<file path="src/rtl/frame_buf_writer_rgb888_pkg.sv">
`default_nettype none
// ============================================================================
//  Module  : frame_buf_writer_rgb888_pkg
//  Purpose : Shared image-pipeline defaults and the writer state encoding.
//  Contents: default frame geometry and bus widths, writer FSM state type,
//            frame pixel-count helper.
//  Rev     : 1.0  initial release
// ============================================================================
package frame_buf_writer_rgb888_pkg;

    localparam int DEF_DATA_W = 24;
    localparam int DEF_ADDR_W = 17;
    localparam int DEF_WIDTH  = 480;
    localparam int DEF_HEIGHT = 272;

    typedef enum logic [1:0] {
        ST_IDLE  = 2'd0,
        ST_WRITE = 2'd1,
        ST_DRAIN = 2'd2,
        ST_DONE  = 2'd3
    } wr_state_e;

    function automatic int frame_pix(input int width, input int height);
        return width * height;
    endfunction

endpackage
`default_nettype wire

</file>
<file path="src/rtl/frame_buf_writer_rgb888_if.sv">
`default_nettype none
// ============================================================================
//  Interfaces : frame_buf_writer_rgb888_pix_if, frame_buf_writer_rgb888_bram_if
//  Purpose    : Pixel stream into the writer and the BRAM write port out of it.
//  pix_if     : valid, pixel (producer -> writer), ready (status back)
//  bram_if    : we, addr, wdata (writer -> BRAM), wr_ready (grant back)
//  Rev        : 1.0  initial release
// ============================================================================
interface frame_buf_writer_rgb888_pix_if
    import frame_buf_writer_rgb888_pkg::*;
    #(parameter int DATA_W = DEF_DATA_W);
    logic              valid;
    logic [DATA_W-1:0] pixel;
    logic              ready;

    modport master (output valid, output pixel, input  ready);
    modport slave  (input  valid, input  pixel, output ready);
endinterface

interface frame_buf_writer_rgb888_bram_if
    import frame_buf_writer_rgb888_pkg::*;
    #(parameter int DATA_W = DEF_DATA_W,
      parameter int ADDR_W = DEF_ADDR_W);
    logic              we;
    logic [ADDR_W-1:0] addr;
    logic [DATA_W-1:0] wdata;
    logic              wr_ready;

    modport master (output we, output addr, output wdata, input  wr_ready);
    modport slave  (input  we, input  addr, input  wdata, output wr_ready);
endinterface
`default_nettype wire

</file>
<file path="src/rtl/frame_buf_writer_rgb888_fifo.sv">
`default_nettype none
// ============================================================================
//  Module  : pixel_sync_fifo
//  Purpose : Small synchronous skid FIFO; push while full is accepted when a
//            pop happens on the same edge.
//  Ports   : iClk, iRst (async, active-low), iPush, iPop, iData,
//            oData (head, show-ahead), oFull, oEmpty
//  Rev     : 1.0  initial release
// ============================================================================
module pixel_sync_fifo #(
    parameter int W     = 24,
    parameter int DEPTH = 4
) (
    input  wire logic         iClk,
    input  wire logic         iRst,
    input  wire logic         iPush,
    input  wire logic         iPop,
    input  wire logic [W-1:0] iData,
    output logic      [W-1:0] oData,
    output logic              oFull,
    output logic              oEmpty
);
    localparam int PTR_W = $clog2(DEPTH);

    generate
        if (DEPTH < 2 || (1 << PTR_W) != DEPTH) begin : g_depth_chk
            $error("pixel_sync_fifo: DEPTH must be a power of 2 and >= 2");
        end
    endgenerate

    // One extra pointer bit distinguishes full from empty.
    logic [PTR_W:0] wr_ptr_q, wr_ptr_d;
    logic [PTR_W:0] rd_ptr_q, rd_ptr_d;
    logic [W-1:0]   mem_q [DEPTH];
    logic           w_push;
    logic           w_pop;

    assign oEmpty = (wr_ptr_q == rd_ptr_q);
    assign oFull  = (wr_ptr_q[PTR_W] != rd_ptr_q[PTR_W]) &&
                    (wr_ptr_q[PTR_W-1:0] == rd_ptr_q[PTR_W-1:0]);
    assign w_pop  = iPop & ~oEmpty;
    assign w_push = iPush & (~oFull | w_pop);
    assign oData  = mem_q[rd_ptr_q[PTR_W-1:0]];

    always_comb begin
        wr_ptr_d = wr_ptr_q;
        rd_ptr_d = rd_ptr_q;
        if (w_push) wr_ptr_d = wr_ptr_q + 1'b1;
        if (w_pop)  rd_ptr_d = rd_ptr_q + 1'b1;
    end

    always_ff @(posedge iClk or negedge iRst) begin
        if (!iRst) begin
            wr_ptr_q <= '0;
            rd_ptr_q <= '0;
        end else begin
            wr_ptr_q <= wr_ptr_d;
            rd_ptr_q <= rd_ptr_d;
        end
    end

    // Storage needs no reset: only entries between the pointers are read.
    always_ff @(posedge iClk) begin
        if (w_push) mem_q[wr_ptr_q[PTR_W-1:0]] <= iData;
    end

endmodule
`default_nettype wire

</file>
<file path="src/rtl/frame_buf_writer_rgb888.sv">
`default_nettype none
// ============================================================================
//  Module  : frame_buf_writer_rgb888
//  Purpose : Writes a raster-ordered filtered pixel stream into the result
//            frame BRAM through a skid FIFO; flags frame completion and drops.
//  Ports   : iClk, iRst (async, active-low), iEn, iStart, iClrErr,
//            pix  (slave)  : valid/pixel in, ready out (FIFO not full)
//            bram (master) : registered we/addr/wdata out, wr_ready in
//            oBusy, oFrameDone, oOverflow
//  Rev     : 1.0  initial release
// ============================================================================
module frame_buf_writer_rgb888
    import frame_buf_writer_rgb888_pkg::*;
#(
    parameter int DATA_W     = DEF_DATA_W,
    parameter int ADDR_W     = DEF_ADDR_W,
    parameter int WIDTH      = DEF_WIDTH,
    parameter int HEIGHT     = DEF_HEIGHT,
    parameter int DEPTH      = 130560,
    parameter int BASE_ADDR  = 0,
    parameter int FIFO_DEPTH = 4
) (
    input  wire logic                   iClk,
    input  wire logic                   iRst,
    input  wire logic                   iEn,
    input  wire logic                   iStart,
    input  wire logic                   iClrErr,
    frame_buf_writer_rgb888_pix_if.slave  pix,
    frame_buf_writer_rgb888_bram_if.master bram,
    output logic                        oBusy,
    output logic                        oFrameDone,
    output logic                        oOverflow
);
    localparam int FRAME_PIX = frame_pix(WIDTH, HEIGHT);
    localparam int CNT_W     = $clog2(FRAME_PIX + 1);
    localparam logic [CNT_W-1:0] FRAME_PIX_C = CNT_W'(FRAME_PIX);

    generate
        if (DEPTH < BASE_ADDR + FRAME_PIX) begin : g_depth_chk
            $error("frame_buf_writer_rgb888: frame does not fit in BRAM");
        end
    endgenerate

    wr_state_e         state_q,  state_d;
    logic [CNT_W-1:0]  in_cnt_q, in_cnt_d;
    logic [CNT_W-1:0]  wr_cnt_q, wr_cnt_d;
    logic              we_q,     we_d;
    logic [ADDR_W-1:0] addr_q,   addr_d;
    logic [DATA_W-1:0] wdata_q,  wdata_d;
    logic              ovf_q,    ovf_d;

    // Each FIFO entry carries its raster index so that a dropped pixel leaves
    // a hole at its own address instead of shifting later pixels down.
    logic [CNT_W+DATA_W-1:0] w_head;
    logic [CNT_W-1:0]        w_head_idx;
    logic [DATA_W-1:0]       w_head_pix;
    logic w_full, w_empty;
    logic w_pop, w_take, w_push, w_drop_full, w_drop_out;

    assign w_pop       = iEn & bram.wr_ready & ~w_empty;
    assign w_take      = iEn & pix.valid & (state_q == ST_WRITE);
    assign w_push      = w_take & (~w_full | w_pop);
    assign w_drop_full = w_take & w_full & ~w_pop;
    assign w_drop_out  = iEn & pix.valid & (state_q != ST_WRITE);
    assign {w_head_idx, w_head_pix} = w_head;

    pixel_sync_fifo #(
        .W     (CNT_W + DATA_W),
        .DEPTH (FIFO_DEPTH)
    ) u_fifo (
        .iClk   (iClk),
        .iRst   (iRst),
        .iPush  (w_push),
        .iPop   (w_pop),
        .iData  ({in_cnt_q, pix.pixel}),
        .oData  (w_head),
        .oFull  (w_full),
        .oEmpty (w_empty)
    );

    always_comb begin
        state_d  = state_q;
        in_cnt_d = in_cnt_q;
        wr_cnt_d = wr_cnt_q;
        we_d     = 1'b0;
        addr_d   = addr_q;
        wdata_d  = wdata_q;
        ovf_d    = ovf_q;
        if (iEn) begin
            ovf_d    = (ovf_q & ~iClrErr) | w_drop_full | w_drop_out;
            in_cnt_d = in_cnt_q + CNT_W'(w_take);
            // Write count retires both written and dropped pixels, so the
            // frame still completes when pixels were lost.
            wr_cnt_d = wr_cnt_q + CNT_W'(w_pop) + CNT_W'(w_drop_full);
            if (w_pop) begin
                we_d    = 1'b1;
                addr_d  = ADDR_W'(BASE_ADDR) + ADDR_W'(w_head_idx);
                wdata_d = w_head_pix;
            end
            case (state_q)
                ST_IDLE: begin
                    if (iStart) begin
                        state_d  = ST_WRITE;
                        in_cnt_d = '0;
                        wr_cnt_d = '0;
                    end
                end
                ST_WRITE: if (in_cnt_d == FRAME_PIX_C) state_d = ST_DRAIN;
                ST_DRAIN: if (w_empty && wr_cnt_q == FRAME_PIX_C) state_d = ST_DONE;
                default:  state_d = ST_IDLE;
            endcase
        end
    end

    always_ff @(posedge iClk or negedge iRst) begin
        if (!iRst) begin
            state_q  <= ST_IDLE;
            in_cnt_q <= '0;
            wr_cnt_q <= '0;
            we_q     <= 1'b0;
            addr_q   <= '0;
            wdata_q  <= '0;
            ovf_q    <= 1'b0;
        end else begin
            state_q  <= state_d;
            in_cnt_q <= in_cnt_d;
            wr_cnt_q <= wr_cnt_d;
            we_q     <= we_d;
            addr_q   <= addr_d;
            wdata_q  <= wdata_d;
            ovf_q    <= ovf_d;
        end
    end

    assign pix.ready  = ~w_full;
    assign bram.we    = we_q;
    assign bram.addr  = addr_q;
    assign bram.wdata = wdata_q;
    assign oBusy      = (state_q != ST_IDLE);
    assign oFrameDone = (state_q == ST_DONE);
    assign oOverflow  = ovf_q;

endmodule
`default_nettype wire

</file>
<file path="src/flat_wrapper.sv">
// flat-port wrapper written by rule: the top's interface ports become plain ports
module frame_buf_writer_rgb888_flat import frame_buf_writer_rgb888_pkg::*;
#(
    parameter int DATA_W     = DEF_DATA_W,
    parameter int ADDR_W     = DEF_ADDR_W,
    parameter int WIDTH      = DEF_WIDTH,
    parameter int HEIGHT     = DEF_HEIGHT,
    parameter int DEPTH      = 130560,
    parameter int BASE_ADDR  = 0,
    parameter int FIFO_DEPTH = 4
)
  (iClk, iRst, iEn, iStart, iClrErr, oBusy, oFrameDone, oOverflow, pix_valid, pix_pixel, pix_ready, bram_we, bram_addr, bram_wdata, bram_wr_ready);
  frame_buf_writer_rgb888_pix_if #(.DATA_W(DATA_W)) pix_i ();
  frame_buf_writer_rgb888_bram_if #(.DATA_W(DATA_W), .ADDR_W(ADDR_W)) bram_i ();
  input  wire logic iClk;
  input  wire logic iRst;
  input  wire logic iEn;
  input  wire logic iStart;
  input  wire logic iClrErr;
  output logic oBusy;
  output logic oFrameDone;
  output logic oOverflow;
  input wire logic [$bits(pix_i.valid)-1:0] pix_valid;
  input wire logic [$bits(pix_i.pixel)-1:0] pix_pixel;
  output wire logic [$bits(pix_i.ready)-1:0] pix_ready;
  output wire logic [$bits(bram_i.we)-1:0] bram_we;
  output wire logic [$bits(bram_i.addr)-1:0] bram_addr;
  output wire logic [$bits(bram_i.wdata)-1:0] bram_wdata;
  input wire logic [$bits(bram_i.wr_ready)-1:0] bram_wr_ready;
  assign pix_i.valid = pix_valid;
  assign pix_i.pixel = pix_pixel;
  assign pix_ready = pix_i.ready;
  assign bram_we = bram_i.we;
  assign bram_addr = bram_i.addr;
  assign bram_wdata = bram_i.wdata;
  assign bram_i.wr_ready = bram_wr_ready;
  frame_buf_writer_rgb888 #(.DATA_W(DATA_W), .ADDR_W(ADDR_W), .WIDTH(WIDTH), .HEIGHT(HEIGHT), .DEPTH(DEPTH), .BASE_ADDR(BASE_ADDR), .FIFO_DEPTH(FIFO_DEPTH)) u_core (.iClk(iClk), .iRst(iRst), .iEn(iEn), .iStart(iStart), .iClrErr(iClrErr), .pix(pix_i), .bram(bram_i), .oBusy(oBusy), .oFrameDone(oFrameDone), .oOverflow(oOverflow));
endmodule
</file>
<file path="config.mk">
export PLATFORM = sky130hd
export DESIGN_NAME = frame_buf_writer_rgb888_flat
export DESIGN_NICKNAME = d
export VERILOG_FILES = /design/src/rtl/frame_buf_writer_rgb888_pkg.sv /design/src/rtl/frame_buf_writer_rgb888_if.sv /design/src/rtl/frame_buf_writer_rgb888_fifo.sv /design/src/rtl/frame_buf_writer_rgb888.sv /design/src/flat_wrapper.sv
export SDC_FILE = /design/constraint.sdc
export NUM_CORES = 1
export LEC_CHECK = 0
export BUFFER_PORTS_ARGS = -buffer_cell sky130_fd_sc_hd__buf_4
export CORE_ASPECT_RATIO = 1.1
export CORE_UTILIZATION = 64
export CTS_CLUSTER_DIAMETER = 120
export DETAILED_ROUTE_END_ITERATION = 16
export PLACE_DENSITY = 0.84
export SLEW_MARGIN = 20
export SYNTH_ARGS = -nofsm -noshare
export SYNTH_HDL_FRONTEND = slang
export SYNTH_SLANG_ARGS = --single-unit
export TNS_END_PERCENT = 10
</file>
<file path="constraint.sdc">
create_clock -name iClk -period 6.9 [get_ports iClk]
set_input_delay 0.345 -clock iClk [delete_from_list [all_inputs] [get_ports iClk]]
set_output_delay 0.345 -clock iClk [all_outputs]
set_load 0.01 [all_outputs]
</file>
==> results of run 1 <==
## through the flow
step | cells | instance area, um^2 | hold slack [ns]
4_1_cts | 873 | 11400 | 0.0188
5_1_grt | 874 | 11500 | 0.0151
2_1_floorplan | 578 | 9940 | 0.0494
3_3_place_gp | 828 | 10700 | 0.274
3_5_place_dp | 830 | 10700 | 0.282
6_report | 874 | 11500 | 0.0314
## worst max-delay path, cell delays in order (launching register included)
cell     delay, ns
dfrtp_2       1.11
xnor2_1       0.26
nand4_1       0.30
nor2_1        0.21
fa_1          0.24
ha_1          0.22
inv_1         0.07
nor3_1        0.27
nand2_1       0.17
or3_1         0.38
a21oi_1       0.15
## layout by cell type (no fill, tap or decap), types with 7 or more instances in the layout
| master | Yosys | final |
|---|---|---|
| edfxtp_1 | 164 | 164 |
| dfrtp_1 | 85 | 83 |
| buf_4 | 0 | 79 |
| mux4_2 | 41 | 41 |
| mux2_2 | 35 | 35 |
| nand2_1 | 33 | 33 |
| nor2_1 | 30 | 29 |
| o21ai_0 | 28 | 28 |
| clkbuf_16 | 0 | 23 |
| xor2_1 | 14 | 14 |
| nand3_1 | 13 | 13 |
| ha_1 | 12 | 12 |
| nand4_1 | 11 | 11 |
| inv_1 | 10 | 10 |
| clkbuf_1 | 13 | 10 |
| xnor2_1 | 9 | 9 |
| mux2_1 | 7 | 7 |
## what timing repair did
action | in CTS | in global routing
setup buffers | 0 | 0
hold buffers | 1 | 0
endpoints found under the hold margin | 25 | 0
## final timing paths
path	startpoint	endpoint	slack, ns	cells past startpoint
hold reg to reg	u_core.bram.addr[12]	u_core.bram.addr[12]	0.49	1
setup / recovery	u_core.u_fifo.rd_ptr_q[1]	u_core.wr_cnt_q[16]	3.43	10
hold / removal	pix_pixel[2]	u_core.u_fifo.mem_q[1][2]	0.03	1
max in group asynchronous	iRst	u_core.u_fifo.rd_ptr_q[0]	5.44	3
min in group asynchronous	iRst	u_core.bram.wdata[10]	0.29	2
setup reg to reg	u_core.u_fifo.rd_ptr_q[1]	u_core.wr_cnt_q[16]	3.43	10
## registers in the layout (all words and copies together), names as in the netlist
| register | count |
|---|---|
| u_core.u_fifo.wr_ptr_q | 3 |
| u_core.bram.addr | 17 |
| u_core.oOverflow | 1 |
| u_core.bram.wdata | 24 |
| u_core.in_cnt_q | 17 |
| u_core.bram.we | 1 |
| u_core.wr_cnt_q | 17 |
| u_core.u_fifo.rd_ptr_q | 3 |
| u_core.state_q | 2 |
| u_core.u_fifo.mem_q | 164 |
## power by group
part	internal, mW	total [mW]	switching [mW]
clock	0.706	1.23	0.523
combinational	0.575	1.06	0.489
sequential	1.86	2.06	0.201
total	3.14	4.36	1.21
## logic make-up (layout without fill, tap and decap cells)
kind of cell | count (synthesis) | in the layout | share of synthesized area [%]
AOI/OAI and AO/OA | 58 | 58 | 3.74
xor gates and xnor gates | 23 | 23 | 2.03
adders and majority gates | 13 | 13 | 1.71
buffers and inverters | 36 | 136 | 1.59
DFF | 249 | 249 | 71.0
muxes | 86 | 86 | 14.4
and+or+nand+nor | 113 | 113 | 5.58
## cell type report
class / count / share of cell area (%)
clock buffers: 34 / 5.46
multi-input cells: 293 / 24.0
inverters: 11 / 0.360
clock inverters: 8 / 0.818
repair buffers: 83 / 5.78
well taps: 196 / 2.14
flip-flops and latches: 249 / 61.5
## routing by layer
layer / track usage [%] / share of wire, % / vias to the layer above
met1: 36.2 / 40 / 2838
met4: 7.34 / 1.8 / 0
li1: - / - / 2388
met2: 44.4 / 53 / 233
met5: 0 / 0 / -
met3: 3.66 / 5.6 / 31
==> flow_metrics.env, run 1 <==
export IMPL_status="completed"
export IMPL_clk_pin_slew_worst_paths_ns=0.07
export IMPL_p_per_area_nw_per_um2=380
export IMPL_ioPinCount=77
export IMPL_ant_nets=0
export IMPL_initial_core_util_pct=65.8
export IMPL_synthTopCellsByCount="edfxtp_1 (164), dfrtp_1 (85), mux4_2 (41)"
export IMPL_grt_max_degree=61
export IMPL_yosys_area_top_type="edfxtp_1"
export IMPL_post_route_util_pct=75.9
export IMPL_hp_class="input port to flop"
export IMPL_ys_ff_latch=249
export IMPL_wl_per_cell_um=23.2
export IMPL_endpoint_kind="flop"
export IMPL_cts_tree="built"
export IMPL_synth_most_common_cell="edfxtp_1"
export IMPL_gp_congestion=0.847
export IMPL_post_route_period_util_pct=50.3
export IMPL_seq_area_um2=7050
export IMPL_dp_hpwl_um=11000
export IMPL_nets=705
export IMPL_place_ws_ns=3.50
export IMPL_finalPower_mw=4.36
export IMPL_drive_above_1_share_pct=29.8
export IMPL_htreeDepth=1
export IMPL_max_slew_margin_pct=25.1
export IMPL_maxCapViolations=0
export IMPL_grt_pass1_vias=5586
export IMPL_synthesis_area_um2=9940
export IMPL_synth_warnings=0
export IMPL_final_setup_tns_ns=0
export IMPL_setup_viol=0
export IMPL_fin_crit_ns=3.47
export IMPL_clk_latency_ns=0.51
export IMPL_drt_iter0_drc=633
export IMPL_firstDrtPassIters=5
export IMPL_clockBufferDepth=3
export IMPL_postSynthAreaPerCell_um2=17.2
export IMPL_worst_setup_path_type="flop to flop"
export IMPL_die_area_um2=16000
export IMPL_synth_flop_cell="edfxtp_1"
export IMPL_drv_slew=0
export IMPL_antenna_found_initial=0
export IMPL_grt_overflow_total=0
export IMPL_die_h_um=133
export IMPL_synth_edf_count=164
export IMPL_multi_input_area_um2=2750
export IMPL_vias=5490
export IMPL_numClockSinks=249
export IMPL_rows=47
export IMPL_root_buffer="clkbuf_16"
export IMPL_start_kind="flop"
export IMPL_fin_ws_ns=3.43
export IMPL_finalClockSkew_ns=0.00937
export IMPL_wl_um=20300
export IMPL_leakagePower_nw=4.36
export IMPL_synth_top_area_share_pct=49.6
export IMPL_critPathMaxFanout=44
export IMPL_critPathRequiredTime_ns=7.33
export IMPL_synth_area_leaders="edfxtp_1 (50%), dfrtp_1 (21%), mux4_2 (9.3%)"
export IMPL_synthArstFlopShare_pct=34.1
export IMPL_drc_errors=0
export IMPL_via_per_inst=6.28
export IMPL_fill_cells=833
export IMPL_synth_nets=622
export IMPL_fmax_mhz=288
export IMPL_die_w_um=121
export IMPL_n_antenna_cell=0
export IMPL_numPortBuffers=76
export IMPL_finalHoldViolCount=0
export IMPL_rsz0062_at_grt="no"
export IMPL_syn2layout_area_growth_pct=15.4
export IMPL_worst_pin_slew_ns=1.12
export IMPL_grt_pass1_wl_um=31600
export IMPL_cts_made_buffers=23
export IMPL_gr_usage_all_layers_pct=26.3
export IMPL_arrival_ns=3.90
export IMPL_syn_inst=578
export IMPL_vdd_ir_drop_max_v=0.000202
export IMPL_yosysUniqueCellTypes=48
export IMPL_cts_resized_gates=0
export IMPL_ys_seq_area_share_pct=71.0
export IMPL_core_area_um2=15100
(Power assumes the default switching activity.)
==> inputs of run 2 (changes only) <==
Settings changed: CORE_UTILIZATION 64 to 59, PLACE_DENSITY 0.84 to 0.79.
Clock period 6.9 ns to 3.5 ns, I/O delays scaled along.
==> run 2 against run 1 <==
Sequential power increased by 91%. Worst hold slack got worse by 0.014 ns. Sequential share of layout area decreased by 2.3 points. Critical path depth increased by 1. Non-clock buffer count increased by 32. Total power increased by 110%. Clock skew increased by 0.0014 ns. Flip-flop and latch count unchanged.
==> flow_metrics.env, run 2 (same netlist as run 1, synthesis figures left out) <==
export IMPL_clk_latency_ns=0.51
export IMPL_critPathMaxFanout=7
export IMPL_hp_class="input port to flop"
export IMPL_nets=739
export IMPL_gp_congestion=0.813
export IMPL_fmax_mhz=318
export IMPL_die_area_um2=17400
export IMPL_maxCapViolations=0
export IMPL_antenna_found_initial=0
export IMPL_drive_above_1_share_pct=30.7
export IMPL_post_route_period_util_pct=89.8
export IMPL_initial_core_util_pct=60.5
export IMPL_gr_usage_all_layers_pct=24.0
export IMPL_grt_pass1_wl_um=31900
export IMPL_cts_tree="built"
export IMPL_met2_usage_pct=42.0
export IMPL_status="completed"
export IMPL_drv_slew=0
export IMPL_final_setup_tns_ns=0
export IMPL_clk_pin_slew_worst_paths_ns=0.06
export IMPL_wl_per_cell_um=21.7
export IMPL_worst_setup_path_type="flop to flop"
export IMPL_vias=5479
export IMPL_endpoint_kind="flop"
export IMPL_setup_viol=0
export IMPL_ioPinCount=77
export IMPL_arrival_ns=3.53
export IMPL_n_antenna_cell=0
export IMPL_cts_made_buffers=25
export IMPL_final_common_cell="edfxtp_1"
export IMPL_clockBufferDepth=3
export IMPL_max_slew_margin_pct=37.8
export IMPL_firstDrtPassIters=5
export IMPL_grt_overflow_total=0
export IMPL_fin_crit_ns=3.14
export IMPL_largest_reg_flops=164
export IMPL_finalPower_mw=8.98
export IMPL_place_ws_ns=0.419
export IMPL_finalClockSkew_ns=0.0108
export IMPL_rows=49
export IMPL_finalHoldViolCount=0
export IMPL_drt_iter0_drc=313
export IMPL_grtUsageMet1_pct=31.8
export IMPL_wl_um=19900
export IMPL_rsz0062_at_grt="no"
export IMPL_critPathRequiredTime_ns=3.89
export IMPL_vdd_ir_drop_max_v=0.000392
export IMPL_fin_ws_ns=0.358
export IMPL_rrSetupSlack_ns=0.36
export IMPL_leakagePower_nw=4.59
export IMPL_numPortBuffers=76
export IMPL_gr_usage_met3_pct=3.13
export IMPL_ant_nets=0
export IMPL_root_buffer="clkbuf_16"
export IMPL_die_w_um=126
export IMPL_via_per_inst=5.97
export IMPL_grt_max_degree=65
export IMPL_drc_errors=0
export IMPL_final_cell_mix="edfxtp_1 (164), buf_4 (88), dfrtp_1 (83)"
export IMPL_grt_pass1_vias=5942
export IMPL_p_per_area_nw_per_um2=753
export IMPL_fill_cells=985
export IMPL_htreeDepth=1
export IMPL_numClockSinks=249
export IMPL_cts_resized_gates=0
export IMPL_syn2layout_area_growth_pct=19.9
export IMPL_gr_max_usage_layer="met2"
export IMPL_die_h_um=138
export IMPL_core_area_um2=16400
export IMPL_post_route_util_pct=72.5
export IMPL_dp_hpwl_um=11400
export IMPL_fin_hold_ws_ns=0.0169
export IMPL_start_kind="flop"
export IMPL_worst_pin_slew_ns=0.930
[run 2: power breakdown]
part	total, mW	internal, mW	switching, mW
sequential	3.94	3.67	0.269
combinational	2.21	1.15	1.05
clock	2.83	1.75	1.09
[run 2: repair_timing]
action / in CTS / in global routing
hold buffers: 27 / 0
hold endpoints to repair: 160 / 0
setup buffers: 0 / 0
[run 2: final cells by class]
cell class | count | area, um^2 | area share [%]
Sequential cell | 249 | 7050 | 59.2
Multi-Input combinational cell | 293 | 2740 | 23.0
Timing Repair Buffer | 115 | 931 | 7.81
Clock buffer | 30 | 674 | 5.66
Tap cell | 204 | 255 | 2.14
Clock inverter | 15 | 215 | 1.81
Inverter | 11 | 41.3 | 0.347
[run 2: per-layer routing]
layer	part of all wire, %	wire length (um)
met4	1.6	308
met3	4.6	917
met5	0	0
met1	41	8120
met2	53	10500
[run 2: final timing paths]
check | from | to | cells past startpoint
max | u_core.state_q[1] | u_core.state_q[1] | 11
min | bram_wr_ready | u_core.bram.we | 3
max reg2reg | u_core.state_q[1] | u_core.state_q[1] | 11
min reg2reg | u_core.u_fifo.wr_ptr_q[2] | u_core.u_fifo.wr_ptr_q[2] | 1
max in group asynchronous | iRst | u_core.in_cnt_q[9] | 3
min in group asynchronous | iRst | u_core.bram.wdata[4] | 2
[run 2: per-stage QoR]
| stage | cells | area [um^2] |
|---|---|---|
| 6_report | 917 | 11900 |
| 5_1_grt | 917 | 11900 |
| 2_1_floorplan | 578 | 9940 |
| 4_1_cts | 917 | 11900 |
| 3_5_place_dp | 845 | 10800 |
| 3_3_place_gp | 845 | 10800 |
[run 2: worst max-delay path: stages (launching register included)]
cell	delay (ns)
dfrtp_1	0.43
inv_1	0.10
ha_1	0.18
nand3_1	0.10
inv_1	0.19
ha_1	0.35
nand4_1	0.20
nor4_1	0.58
xnor2_1	0.17
a2111oi_2	0.30
o21ai_2	0.12
mux2_4	0.31
==> inputs of run 3 (changes only) <==
Settings changed: CELL_PAD_IN_SITES_DETAIL_PLACEMENT set to 1, CELL_PAD_IN_SITES_GLOBAL_PLACEMENT set to 2, CORE_UTILIZATION 59 to 45, PLACE_DENSITY 0.79 to unset, PLACE_DENSITY_LB_ADDON set to 0.1.
==> run 3 against run 2 <==
Worst hold slack improved by 0.019 ns. Worst setup slack improved by 0.060 ns. Final area increased by 1.7%. Routed wire length increased by 4.2%. First-iteration DRC count decreased by 24%. Die area increased by 31%. Combinational power about the same. Cell count increased by 9.5%. Flip-flop and latch count unchanged. Total power increased by 2.3%. Critical endpoint unchanged. Largest power group unchanged.
==> flow_metrics.env, run 3 (same netlist as run 1, synthesis figures left out) <==
export IMPL_r2r_start="u_core.state_q[1]"
export IMPL_nets=738
export IMPL_drt_iter0_drc=238
export IMPL_critPathRequiredTime_ns=3.90
export IMPL_status="completed"
export IMPL_grt_pass1_vias=6050
export IMPL_worst_setup_path_type="flop to flop"
export IMPL_largest_reg_flops=164
export IMPL_die_h_um=158
export IMPL_rows=56
export IMPL_vdd_ir_drop_max_v=0.000466
export IMPL_finalClockSkew_ns=0.00559
export IMPL_wl_per_cell_um=20.6
export IMPL_drc_errors=0
export IMPL_final_cell_mix="edfxtp_1 (164), buf_4 (83), dfrtp_1 (83)"
export IMPL_grt_overflow_total=0
export IMPL_fill_cells=2004
export IMPL_antenna_found_initial=0
export IMPL_firstDrtPassIters=4
export IMPL_clk_pin_slew_worst_paths_ns=0.06
export IMPL_endpoint_kind="flop"
export IMPL_die_area_um2=22700
export IMPL_start_kind="flop"
export IMPL_ioPinCount=77
export IMPL_hp_class="input port to flop"
export IMPL_grt_pass1_wl_um=33100
export IMPL_gr_usage_all_layers_pct=19.4
export IMPL_maxCapViolations=0
export IMPL_post_route_period_util_pct=88.0
export IMPL_timing_rr_end="u_core.state_q[1]"
export IMPL_post_route_util_pct=56.3
export IMPL_syn2layout_area_growth_pct=22.0
export IMPL_wl_um=20700
export IMPL_core_area_um2=21500
export IMPL_critPathMaxFanout=7
export IMPL_post_cts_repair_setup_buffers=0
export IMPL_hold_path_startpoint="bram_wr_ready"
export IMPL_finalHoldViolCount=0
export IMPL_fin_hold_ws_ns=0.0363
export IMPL_cts_made_buffers=26
export IMPL_n_antenna_cell=0
export IMPL_min_path_cells=3
export IMPL_r2r_cells=11
export IMPL_dp_hpwl_um=12700
export IMPL_final_common_cell="edfxtp_1"
export IMPL_p_per_area_nw_per_um2=758
export IMPL_leakagePower_nw=4.62
export IMPL_whs_endpoint="u_core.bram.we"
export IMPL_max_slew_margin_pct=37.4
export IMPL_final_setup_tns_ns=0
export IMPL_ant_nets=0
export IMPL_rsz0062_at_grt="no"
export IMPL_clk_latency_ns=0.51
export IMPL_fmax_mhz=325
export IMPL_clockBufferDepth=3
export IMPL_vias=5457
export IMPL_die_w_um=144
export IMPL_numClockSinks=249
export IMPL_worst_pin_slew_ns=0.936
export IMPL_htreeDepth=1
export IMPL_drive_above_1_share_pct=30.7
export IMPL_arrival_ns=3.48
export IMPL_drv_slew=0
export IMPL_root_buffer="clkbuf_16"
export IMPL_fin_crit_ns=3.08
export IMPL_rrSetupSlack_ns=0.42
export IMPL_setup_viol=0
export IMPL_numPortBuffers=76
export IMPL_initial_core_util_pct=46.2
export IMPL_gp_congestion=0.768
export IMPL_via_per_inst=5.44
export IMPL_cts_tree="built"
export IMPL_grt_max_degree=64
==> run 3: layout make-up <==
| cell class | count | area, um^2 | share of cell area [%] |
|---|---|---|---|
| clock buffers | 31 | 721 | 5.95 |
| clock inverters | 17 | 244 | 2.01 |
| inverters | 11 | 41.3 | 0.341 |
| multi-input cells | 293 | 2740 | 22.6 |
| flip-flops and latches | 249 | 7060 | 58.2 |
| well taps | 290 | 363 | 2.99 |
| repair buffers | 113 | 953 | 7.87 |
==> run 3: how the worst max path moves through the flow <==
stage | startpoint | end | slack [ns] | cells after the start
after global routing | u_core.state_q[1] | u_core.state_q[1] | 0.14 | 11
after global placement | u_core.state_q[1] | u_core.state_q[1] | 0.55 | 11
after CTS | u_core.state_q[1] | u_core.state_q[1] | 0.39 | 11
final | u_core.state_q[1] | u_core.state_q[1] | 0.42 | 11
after floorplan | u_core.u_fifo.rd_ptr_q[0] | u_core.wr_cnt_q[14] | 0.59 | 13
after detailed placement | u_core.state_q[1] | u_core.state_q[1] | 0.41 | 11
==> run 3: report_power, final <==
part	switching, mW	internal (mW)
Sequential	0.269	3.67
Combinational	1.06	1.16
Clock	1.11	1.91
Total	2.44	6.74
==> run 3: per-layer routing <==
layer / wire length (um) / global-route usage, %
met4: 349 / 4.76
met5: 0 / 0
met1: 9120 / 25.3
met3: 596 / 2.36
met2: 10600 / 34.5
==> run 3: critical path, cell delays in order, from the launching register on <==
cell,delay (ns)
dfrtp_1,0.42
inv_1,0.11
ha_1,0.20
nand3_1,0.11
inv_1,0.17
ha_1,0.31
nand4_1,0.21
nor4_1,0.56
xnor2_1,0.17
a2111oi_2,0.29
o21ai_2,0.12
mux2_4,0.31
==> run 3: metrics by stage <==
stage	instances	total power [mW]	worst slack (ns)	instance area, um^2
2_1_floorplan	578	5.31	0.587	9940
5_1_grt	1004	9.63	0.138	12100
6_report	1004	9.18	0.419	12100
3_5_place_dp	929	6.25	0.410	10900
3_3_place_gp	929	6.16	0.548	10900
4_1_cts	1004	9.34	0.394	12100
==> run 3: what timing repair did <==
| action | in CTS | in global routing |
|---|---|---|
| endpoints found under the hold margin | 159 | 0 |
| gates resized for setup | 0 | 0 |
| endpoints found under the setup margin | 0 | 0 |
| hold buffers | 27 | 0 |
